**src/rtl/clock_pkg.sv**
```systemverilog
// Shared definitions for the clock tick generator: FSM state encoding,
// default divider constants and a counter-width helper.
package clock_pkg;

  // Operating modes of the tick generator
  typedef enum logic [1:0] {
    ST_RUN     = 2'd0,
    ST_SET_MIN = 2'd1,
    ST_SET_HR  = 2'd2
  } state_t;

  // Defaults assume a ~50 MHz system clock
  localparam int unsigned DEF_CLK_DIV         = 50_000_000;  // 1 Hz seconds tick
  localparam int unsigned DEF_FAST_DIV        = 5_000_000;   // 10 Hz fast-set tick
  localparam int unsigned DEF_DEBOUNCE_CYCLES = 500_000;     // 10 ms button settle

  // Width of a counter that runs 0..n-1; never less than one bit
  function automatic int unsigned cnt_width(input int unsigned n);
    return (n <= 1) ? 1 : $clog2(n);
  endfunction

endpackage

```
**src/rtl/button_debounce.sv**
```systemverilog
// Raw button conditioning: two-flop synchroniser followed by a debouncer
// that only accepts a new level after it has been stable for
// DEBOUNCE_CYCLES consecutive cycles.
module button_debounce
  import clock_pkg::*;
#(
  parameter int unsigned DEBOUNCE_CYCLES = DEF_DEBOUNCE_CYCLES
) (
  input  logic i_sysclk,
  input  logic i_reset,
  input  logic i_btn,
  output logic o_level
);

  localparam int unsigned W = cnt_width(DEBOUNCE_CYCLES);
  localparam logic [W-1:0] CNT_LAST = W'(DEBOUNCE_CYCLES - 1);

  logic         r_sync1;
  logic         r_sync2;
  logic         r_level;
  logic [W-1:0] r_cnt;

  // Synchronise the asynchronous input, then count consecutive cycles the
  // synchronised level disagrees with the accepted level; any agreement
  // (a bounce back) restarts the count.
  always_ff @(posedge i_sysclk) begin
    if (i_reset) begin
      r_sync1 <= 1'b0;
      r_sync2 <= 1'b0;
      r_level <= 1'b0;
      r_cnt   <= '0;
    end else begin
      r_sync1 <= i_btn;
      r_sync2 <= r_sync1;
      if (r_sync2 != r_level) begin
        if (r_cnt == CNT_LAST) begin
          r_level <= r_sync2;
          r_cnt   <= '0;
        end else begin
          r_cnt <= r_cnt + 1'b1;
        end
      end else begin
        r_cnt <= '0;
      end
    end
  end

  assign o_level = r_level;

endmodule

```
**src/rtl/clock_tick_gen.sv**
```systemverilog
// Tick generator for a digital clock: a seconds prescaler in normal
// running, and fast-set ticks for minutes/hours while a set button is held.
module clock_tick_gen
  import clock_pkg::*;
#(
  parameter int unsigned CLK_DIV         = DEF_CLK_DIV,
  parameter int unsigned FAST_DIV        = DEF_FAST_DIV,
  parameter int unsigned DEBOUNCE_CYCLES = DEF_DEBOUNCE_CYCLES
) (
  input  logic i_sysclk,
  input  logic i_reset,
  input  logic i_en,
  input  logic i_btn_min,
  input  logic i_btn_hr,
  output logic o_sec_tick,
  output logic o_min_set_tick,
  output logic o_hr_set_tick,
  output logic o_setting
);

  localparam int unsigned PW = cnt_width(CLK_DIV);
  localparam int unsigned FW = cnt_width(FAST_DIV);
  localparam logic [PW-1:0] PRE_LAST  = PW'(CLK_DIV - 1);
  localparam logic [FW-1:0] FAST_LAST = FW'(FAST_DIV - 1);

  // Index 0 = minute button, index 1 = hour button
  logic [1:0] w_btn_raw;
  logic [1:0] w_db_level;

  assign w_btn_raw = {i_btn_hr, i_btn_min};

  genvar gi;
  generate
    for (gi = 0; gi < 2; gi++) begin : g_btn
      button_debounce #(
        .DEBOUNCE_CYCLES(DEBOUNCE_CYCLES)
      ) u_debounce (
        .i_sysclk(i_sysclk),
        .i_reset (i_reset),
        .i_btn   (w_btn_raw[gi]),
        .o_level (w_db_level[gi])
      );
    end
  endgenerate

  logic w_db_min;
  logic w_db_hr;
  assign w_db_min = w_db_level[0];
  assign w_db_hr  = w_db_level[1];

  state_t        r_state;
  logic [PW-1:0] r_prescaler;
  logic [FW-1:0] r_fast_cnt;
  logic          r_sec_tick;
  logic          r_min_set_tick;
  logic          r_hr_set_tick;
  logic          r_setting;

  // Mode FSM with prescalers and registered tick outputs. Ticks default to
  // 0 each cycle so none can be wider than one cycle, and each state drives
  // at most one of them. The fast counter is 0 on entry to a set state, so
  // the first set tick lands the cycle after entry.
  always_ff @(posedge i_sysclk) begin
    if (i_reset) begin
      r_state        <= ST_RUN;
      r_prescaler    <= '0;
      r_fast_cnt     <= '0;
      r_sec_tick     <= 1'b0;
      r_min_set_tick <= 1'b0;
      r_hr_set_tick  <= 1'b0;
      r_setting      <= 1'b0;
    end else begin
      r_sec_tick     <= 1'b0;
      r_min_set_tick <= 1'b0;
      r_hr_set_tick  <= 1'b0;
      case (r_state)
        ST_RUN: begin
          if (w_db_hr) begin
            // Hour wins a simultaneous press
            r_state     <= ST_SET_HR;
            r_setting   <= 1'b1;
            r_prescaler <= '0;
            r_fast_cnt  <= '0;
          end else if (w_db_min) begin
            r_state     <= ST_SET_MIN;
            r_setting   <= 1'b1;
            r_prescaler <= '0;
            r_fast_cnt  <= '0;
          end else if (i_en) begin
            if (r_prescaler == PRE_LAST) begin
              r_prescaler <= '0;
              r_sec_tick  <= 1'b1;
            end else begin
              r_prescaler <= r_prescaler + 1'b1;
            end
          end
        end
        ST_SET_MIN: begin
          r_prescaler <= '0;
          if (!w_db_min) begin
            r_state    <= ST_RUN;
            r_setting  <= 1'b0;
            r_fast_cnt <= '0;
          end else begin
            r_min_set_tick <= (r_fast_cnt == '0);
            r_fast_cnt     <= (r_fast_cnt == FAST_LAST) ? '0 : r_fast_cnt + 1'b1;
          end
        end
        ST_SET_HR: begin
          r_prescaler <= '0;
          if (!w_db_hr) begin
            r_state    <= ST_RUN;
            r_setting  <= 1'b0;
            r_fast_cnt <= '0;
          end else begin
            r_hr_set_tick <= (r_fast_cnt == '0);
            r_fast_cnt    <= (r_fast_cnt == FAST_LAST) ? '0 : r_fast_cnt + 1'b1;
          end
        end
        default: begin
          r_state     <= ST_RUN;
          r_setting   <= 1'b0;
          r_prescaler <= '0;
          r_fast_cnt  <= '0;
        end
      endcase
    end
  end

  assign o_sec_tick     = r_sec_tick;
  assign o_min_set_tick = r_min_set_tick;
  assign o_hr_set_tick  = r_hr_set_tick;
  assign o_setting      = r_setting;

endmodule
```
**config.mk**
```make
export PLATFORM = sky130hd
export DESIGN_NAME = clock_tick_gen
export DESIGN_NICKNAME = d
export VERILOG_FILES = /design/src/rtl/clock_pkg.sv /design/src/rtl/button_debounce.sv /design/src/rtl/clock_tick_gen.sv
export SDC_FILE = /design/constraint.sdc
export NUM_CORES = 1
export LEC_CHECK = 0
export CORE_ASPECT_RATIO = 0.75
export CORE_UTILIZATION = 65
export CTS_CLUSTER_DIAMETER = 200
export DETAILED_ROUTE_END_ITERATION = 16
export GPL_TIMING_DRIVEN = 0
export MAX_ROUTING_LAYER = met4
export PLACE_DENSITY = 0.83
export SLEW_MARGIN = 20
export SYNTH_ARGS = -nofsm -noshare
export SYNTH_HDL_FRONTEND = slang
export SYNTH_SLANG_ARGS = --single-unit
```
**constraint.sdc**
```tcl
create_clock -name i_sysclk -period 5.6 [get_ports i_sysclk]
set_input_delay 1.12 -clock i_sysclk [delete_from_list [all_inputs] [get_ports i_sysclk]]
set_output_delay 1.12 -clock i_sysclk [all_outputs]
set_load 0.02 [all_outputs]
```
# Word-level counts from Yosys, hierarchy flattened

Cells that the tools add are included.

Reductions and logical operators: 11
Bitwise logic cells: 8
Equal/unequal tests: 11
$add $sub $neg: 4
Muxes and demuxes: 18

Operators by type and width:

| kind                    | number |
|---|---|
| $mux W23                | 5 |
| $pmux W23 S3            | 1 |
| $add A19 B1 Y19 const B | 2 |
| $eq A19 B19 Y1 const B  | 2 |
| $add A26 B1 Y26 const B | 1 |
| $eq A26 B26 Y1 const B  | 1 |
| $mux W26                | 1 |
| $add A23 B1 Y23 const B | 1 |
| $eq A23 B23 Y1 const B  | 1 |
| $logic_not A23 Y1       | 1 |
| $reduce_or A3 Y1        | 4 |
| $mux W2                 | 4 |
| $not A1 Y1              | 8 |
| $pmux W2 S3             | 1 |
| $mux W1                 | 5 |
| $reduce_or A5 Y1        | 1 |
| $ne A2 B2 Y1 const B    | 2 |
| $reduce_and A2 Y1       | 2 |
| $reduce_or A4 Y1        | 1 |
| $ne A3 B1 Y1 const B    | 1 |
| $pmux W1 S3             | 1 |
| $reduce_and A3 Y1       | 1 |
| $eq A2 B1 Y1 const B    | 1 |
| $eq A2 B2 Y1 const B    | 1 |
| 2 further kinds         | 3 |

Bits of input ports: 5
Output and inout bits: 4
Bits in registers: 99

# Longest topological paths before layout

Depth after elaboration: 4
Mapped depth: 8
Depth with buffers taken out: 7

# Hierarchy

Synthesis repeated with hierarchy kept, for this count alone.

Cells, all modules: 524
Area, all modules: 4573.1 um^2

By module, submodules not included:

| module          | area each (um^2) | instances | seq. area each (um^2) | cells an instance |
|---|---|---|---|---|
| clock_tick_gen  | 2603.7           | 1         | 1101.1                | 306 |
| button_debounce | 984.7            | 2         | 440.4                 | 109 |

# Least setup slack after synthesis

Ideal clock, no wire load.

Kind: input to register
Start point: input i_en
End point: register r_prescaler[10]
Arrival: 2.378 ns
Path buffers: 1
Path slack: 3.107 ns
Stages: 6
Required time: 5.485 ns
Cell sequence: nand3_1 or3_1 or4_4 nand2_4 buf_6 nor2_1

RTL lines:

| what                 | line                 | source |
|---|---|---|
| from (decl)          | clock_tick_gen.sv:12 | `input logic i_en,` |
| to (signal assigned) | clock_tick_gen.sv:94 | `r_prescaler <= r_prescaler + 1'b1;` |
| to (decl)            | clock_tick_gen.sv:52 | `logic [PW-1:0] r_prescaler;` |

==> results.txt <==
* # setup viols final: 0
* Vias: around 3900
- STA classifies the critical path endpoint as a flop.
- The initial utilization of the core area, before any placement, comes to 0.680.
* Number of antenna violations at the first check in global routing: 0
- Of the total synthesized cell area, the portion taken by full adders, half adders and majority gates is 0.0214.
- Counting flops with an async set or reset pin after synthesis yields a share of 0.
- The number of nets handed over by synthesis was about 550.
* Count of synthesis-stage warnings from yosys: 0
* Maximum frequency from static timing analysis: roughly 340 MHz
- In this run the critical register-to-register path is captured at r_fast_cnt[16]$_SDFFE_PP0P_.
- The total overflow left after global routing is 0.
- On the worst path, the slowest cell contributes a delay of roughly 810 ps.
- The number of failing hold endpoints at the final stage was 0.
* Dpl hpwl: between 6000 and 7000 µm
- The number of global-route vias before repair was approximately 3600.
- In the final layout, the share of cells above drive strength 1 is 0.0851.
- Die outline height: ~75 µm
* Number of synthesized flops with an enable pin: 0
- The number of clock buffers added by TritonCTS is 9.
* Total instance count after detailed placement: 646
- Top Ports: 9
* Routed met3 length: ~480 µm
- In this run the worst setup path begins at i_en.
- After clock tree synthesis, the clock-pin slew on the worst setup and hold paths is approximately 90 ps.
- STA classifies the critical path startpoint as an input port.
- After synthesis, the share of cell area in mux cells is 0.00643.
- After synthesis, the mean cell area works out to a little under 9 µm².
- Data on the critical path arrives at its endpoint at 3190 ps.
- Synthesized netlist cell count: between 500 and 600
- Routed length on met2: 4420 µm
* Result of the run: complete, no violations
- Distinct cell type count after synthesis: 57
* PortBufs: 8
- Count of placed standard cells in the final layout, fillers left out: between 600 and 700
* Final Max Tran Viols: 0
- WS Path Type: in2reg
- The final layout contains routed wiring with a total length of about 9500 µm.
- Clock tree from TritonCTS: done
* Top_reg_cell synth: dfxtp_1
* Sum of negative setup slack: 0 ps
- Crit-path slowest cell: nor4_1
- Of the total synthesized cell area, the portion taken by XOR and XNOR cells is 0.114.
- Portion of the post-synthesis area used by sequential elements: 0.425
- Dividing total power by cell area gives a power density of between 200 and 300 mW/mm².
* Quantity of hold-fixing buffers added after cts: 0
- Die ar.: 0.00753 mm²
- Measured along the x axis, the die boundary spans between 90 and 100 µm.
* Routed met1 length: about 4400 µm
* Detailed Route Iter0 Violations: between 200 and 250
- Critical path peak fanout: 5
* Routed wire per std cell: approximately 14 µm
- Walking the worst path, the cells encountered are clkdlybuf4s50_1, nand4_1, nor4_1, nand3_1, xor2_1, nor2_1.
- Setup repair bufs after CTS: 0
- After synthesis the cells add up to 0.00467 mm².
* Final period demand of the worst path: approximately 3000 ps
- In the routed layout, each cell is associated on average with a via count of a little under 6.
- Commonest cells after routing, fill and taps aside: dfxtp_1, nor2_1, nand2_1
- Most common cell after layout, fill and taps aside: dfxtp_1
- For this run, the detailed router's first-pass iteration total came to 4.
- Post-CTS resize count: 0
- Worst Hold Class: reg2reg
- The worst register-to-register path has a setup slack of 3220 ps.
* Later-pin clock latency in the skew report: around 370 ps
* Antenna diode count: 0
- Combinational family with the most area after synthesis: simple AND/OR/NAND/NOR gates
- Nets: between 500 and 600
- The first global-routing pass estimated ~16000 µm of wire.
* Relative max-transition margin: 0.392
* Worst ir drop on vdd: approximately 260 µV
- The H-tree was split into 3 levels.
- Number of flip-flops and latches in the synthesized netlist: between 90 and 100
- Global placement routability congestion: between 0.8 and 0.9
- Share of the cycle needed by the critical path after routing: 0.521
* Master cell of the clock root buffer: clkbuf_8
* Maxcap violations: 0
* # DRC: 0
* Startpoint of the worst register-to-register path: r_fast_cnt[0]$_SDFFE_PP0P_
- The worst register-to-register path has a depth of 7.
* Number of instances on the worst hold path: 1
- For this run, the total global-route usage over all layers was measured as 0.281.
- Relative to the synthesized area, the layout overhead comes to 9.92%.
- The initialized floorplan defines 26 standard-cell rows.
* Count of filler cells inserted in the layout: 520
* Leakage power of the design: roughly 1.8 nW
- Transition time of the tightest slew-check pin: roughly 900 ps
- In this run the deepest clock path goes through 2 buffers.
* Synthesized-area fraction occupied by ao, oa, aoi and oai cells: 0.0668
* Uppermost signal routing layer after detailed routing: met4
- The path with the worst hold slack has its endpoint at g_btn[1].u_debounce.r_sync2$_SDFF_PP0_.
* Post-DRT Antenna Nets: 0
* CP required: ~6000 ps
- Core region area: just under 0.007 mm²
* Basic-gate share of the synthesized area counting and, or, nand and nor cells: 0.334
- Entering global routing, the biggest net connects 17 pins.
* Max Clock Skew: approximately 11 ps
- The clock net in this run drives a total of 99 sinks.
* RSZ-0062 raised after global routing: no
- HP Start: g_btn[1].u_debounce.r_sync1$_SDFF_PP0_
==> area by class of cell <==
cell class                 instances  area, µm²  share of cell area
timing repair buffer               8       80.1              0.0156
clock inverter                     6        111              0.0217
buffer                            16        101              0.0198
inverter                          13       48.8             0.00951
multi-input combinational        412       2550               0.496
sequential                        99       1980               0.386
tap                               98        123              0.0239
clock buffer                      10        138              0.0268
==> critical path: cells and delay by family <==
family	cells	cell delay [ps]
simple gates	4	1320
xor+xnor	1	180
buf+inv	1	570
==> power breakdown <==
| group | internal (mW) | leakage [nW] | switching [mW] |
|---|---|---|---|
| clock network | 0.309 | 0.123 | 0.244 |
| logic | 0.0219 | 0.845 | 0.0382 |
| registers | 0.710 | 0.799 | 0.00461 |
==> layer usage <==
metal / track usage / up-vias
met5: - / -
met4: 0.121 / 0
met3: 0.0679 / 15
met2: 0.449 / 96
met1: 0.345 / 1829
li1: - / 1928
==> state kept, by name, summed over array words and instances, names as in the netlist <==
| register | count |
|---|---|
| o_sec_tick | 1 |
| r_fast_cnt | 23 |
| o_hr_set_tick | 1 |
| g_btn.u_debounce.r_sync1 | 2 |
| o_setting | 1 |
| o_min_set_tick | 1 |
| r_prescaler | 26 |
| g_btn.u_debounce.r_cnt | 38 |
| g_btn.u_debounce.r_sync2 | 2 |
| r_state | 2 |
| g_btn.u_debounce.o_level | 2 |
==> Yosys cell counts, drive strengths merged, types with 2 or more instances <==
library cell,number,area share
dfxtp,99,0.42
mux2i,3,0.0064
inv,12,0.0097
xor2,34,0.064
nor4,9,0.020
a21o,3,0.0048
buf,12,0.018
nor4b,4,0.0075
a21oi,10,0.012
nor3b,3,0.0048
nand3b,4,0.0064
nor3,14,0.015
nor2b,6,0.0080
a41oi,5,0.0094
a211oi,2,0.0043
o211ai,2,0.0043
o21ai,10,0.011
or4,4,0.0080
and4,11,0.021
and3,17,0.023
or3b,2,0.0038
clkbuf,4,0.0032
nand4,19,0.029
nor2,94,0.076
ha,8,0.021
a31oi,8,0.011
or3,3,0.0043
or4b,2,0.0043
nand3,44,0.049
xnor2,27,0.051
and2,5,0.0067
a22oi,3,0.0048
nand2,49,0.042
==> metrics by stage <==
stage	utilization	worst slack (ps)	total power [mW]	instance area [µm²]	hold slack, ps
global placement	0.709	2210	0.787	4870	419
floorplan	-	3110	0.771	4670	414
global route	0.747	2540	1.38	5130	463
detailed placement	0.710	2170	0.790	4870	441
CTS	0.746	2480	1.34	5120	456
finish	0.747	2680	1.33	5130	448
==> cell families (layout without fill, tap and decap cells) <==
group                      count (synthesis)  count (layout)
adders and majority gates                  8               8
AOI/OAI and AO/OA                         46              46
xor gates and xnor gates                  61              61
DFF                                       99              99
and+or+nand+nor                          294             294
buffers and inverters                     29              53
muxes                                      3               3
==> worst max-delay path by stage <==
stage,to,slack [ps],cells past startpoint
2_1_floorplan,r_prescaler[10]$_SDFFE_PP0P_,3110,6
4_1_cts,r_prescaler[18]$_SDFFE_PP0P_,2480,6
6_report,r_prescaler[25]$_SDFFE_PP0P_,2680,6
3_5_place_dp,r_prescaler[18]$_SDFFE_PP0P_,2170,6
5_1_grt,r_prescaler[25]$_SDFFE_PP0P_,2540,6
3_3_place_gp,r_prescaler[24]$_SDFFE_PP0P_,2210,6
No activity file was read; power rests on OpenSTA's default activity.
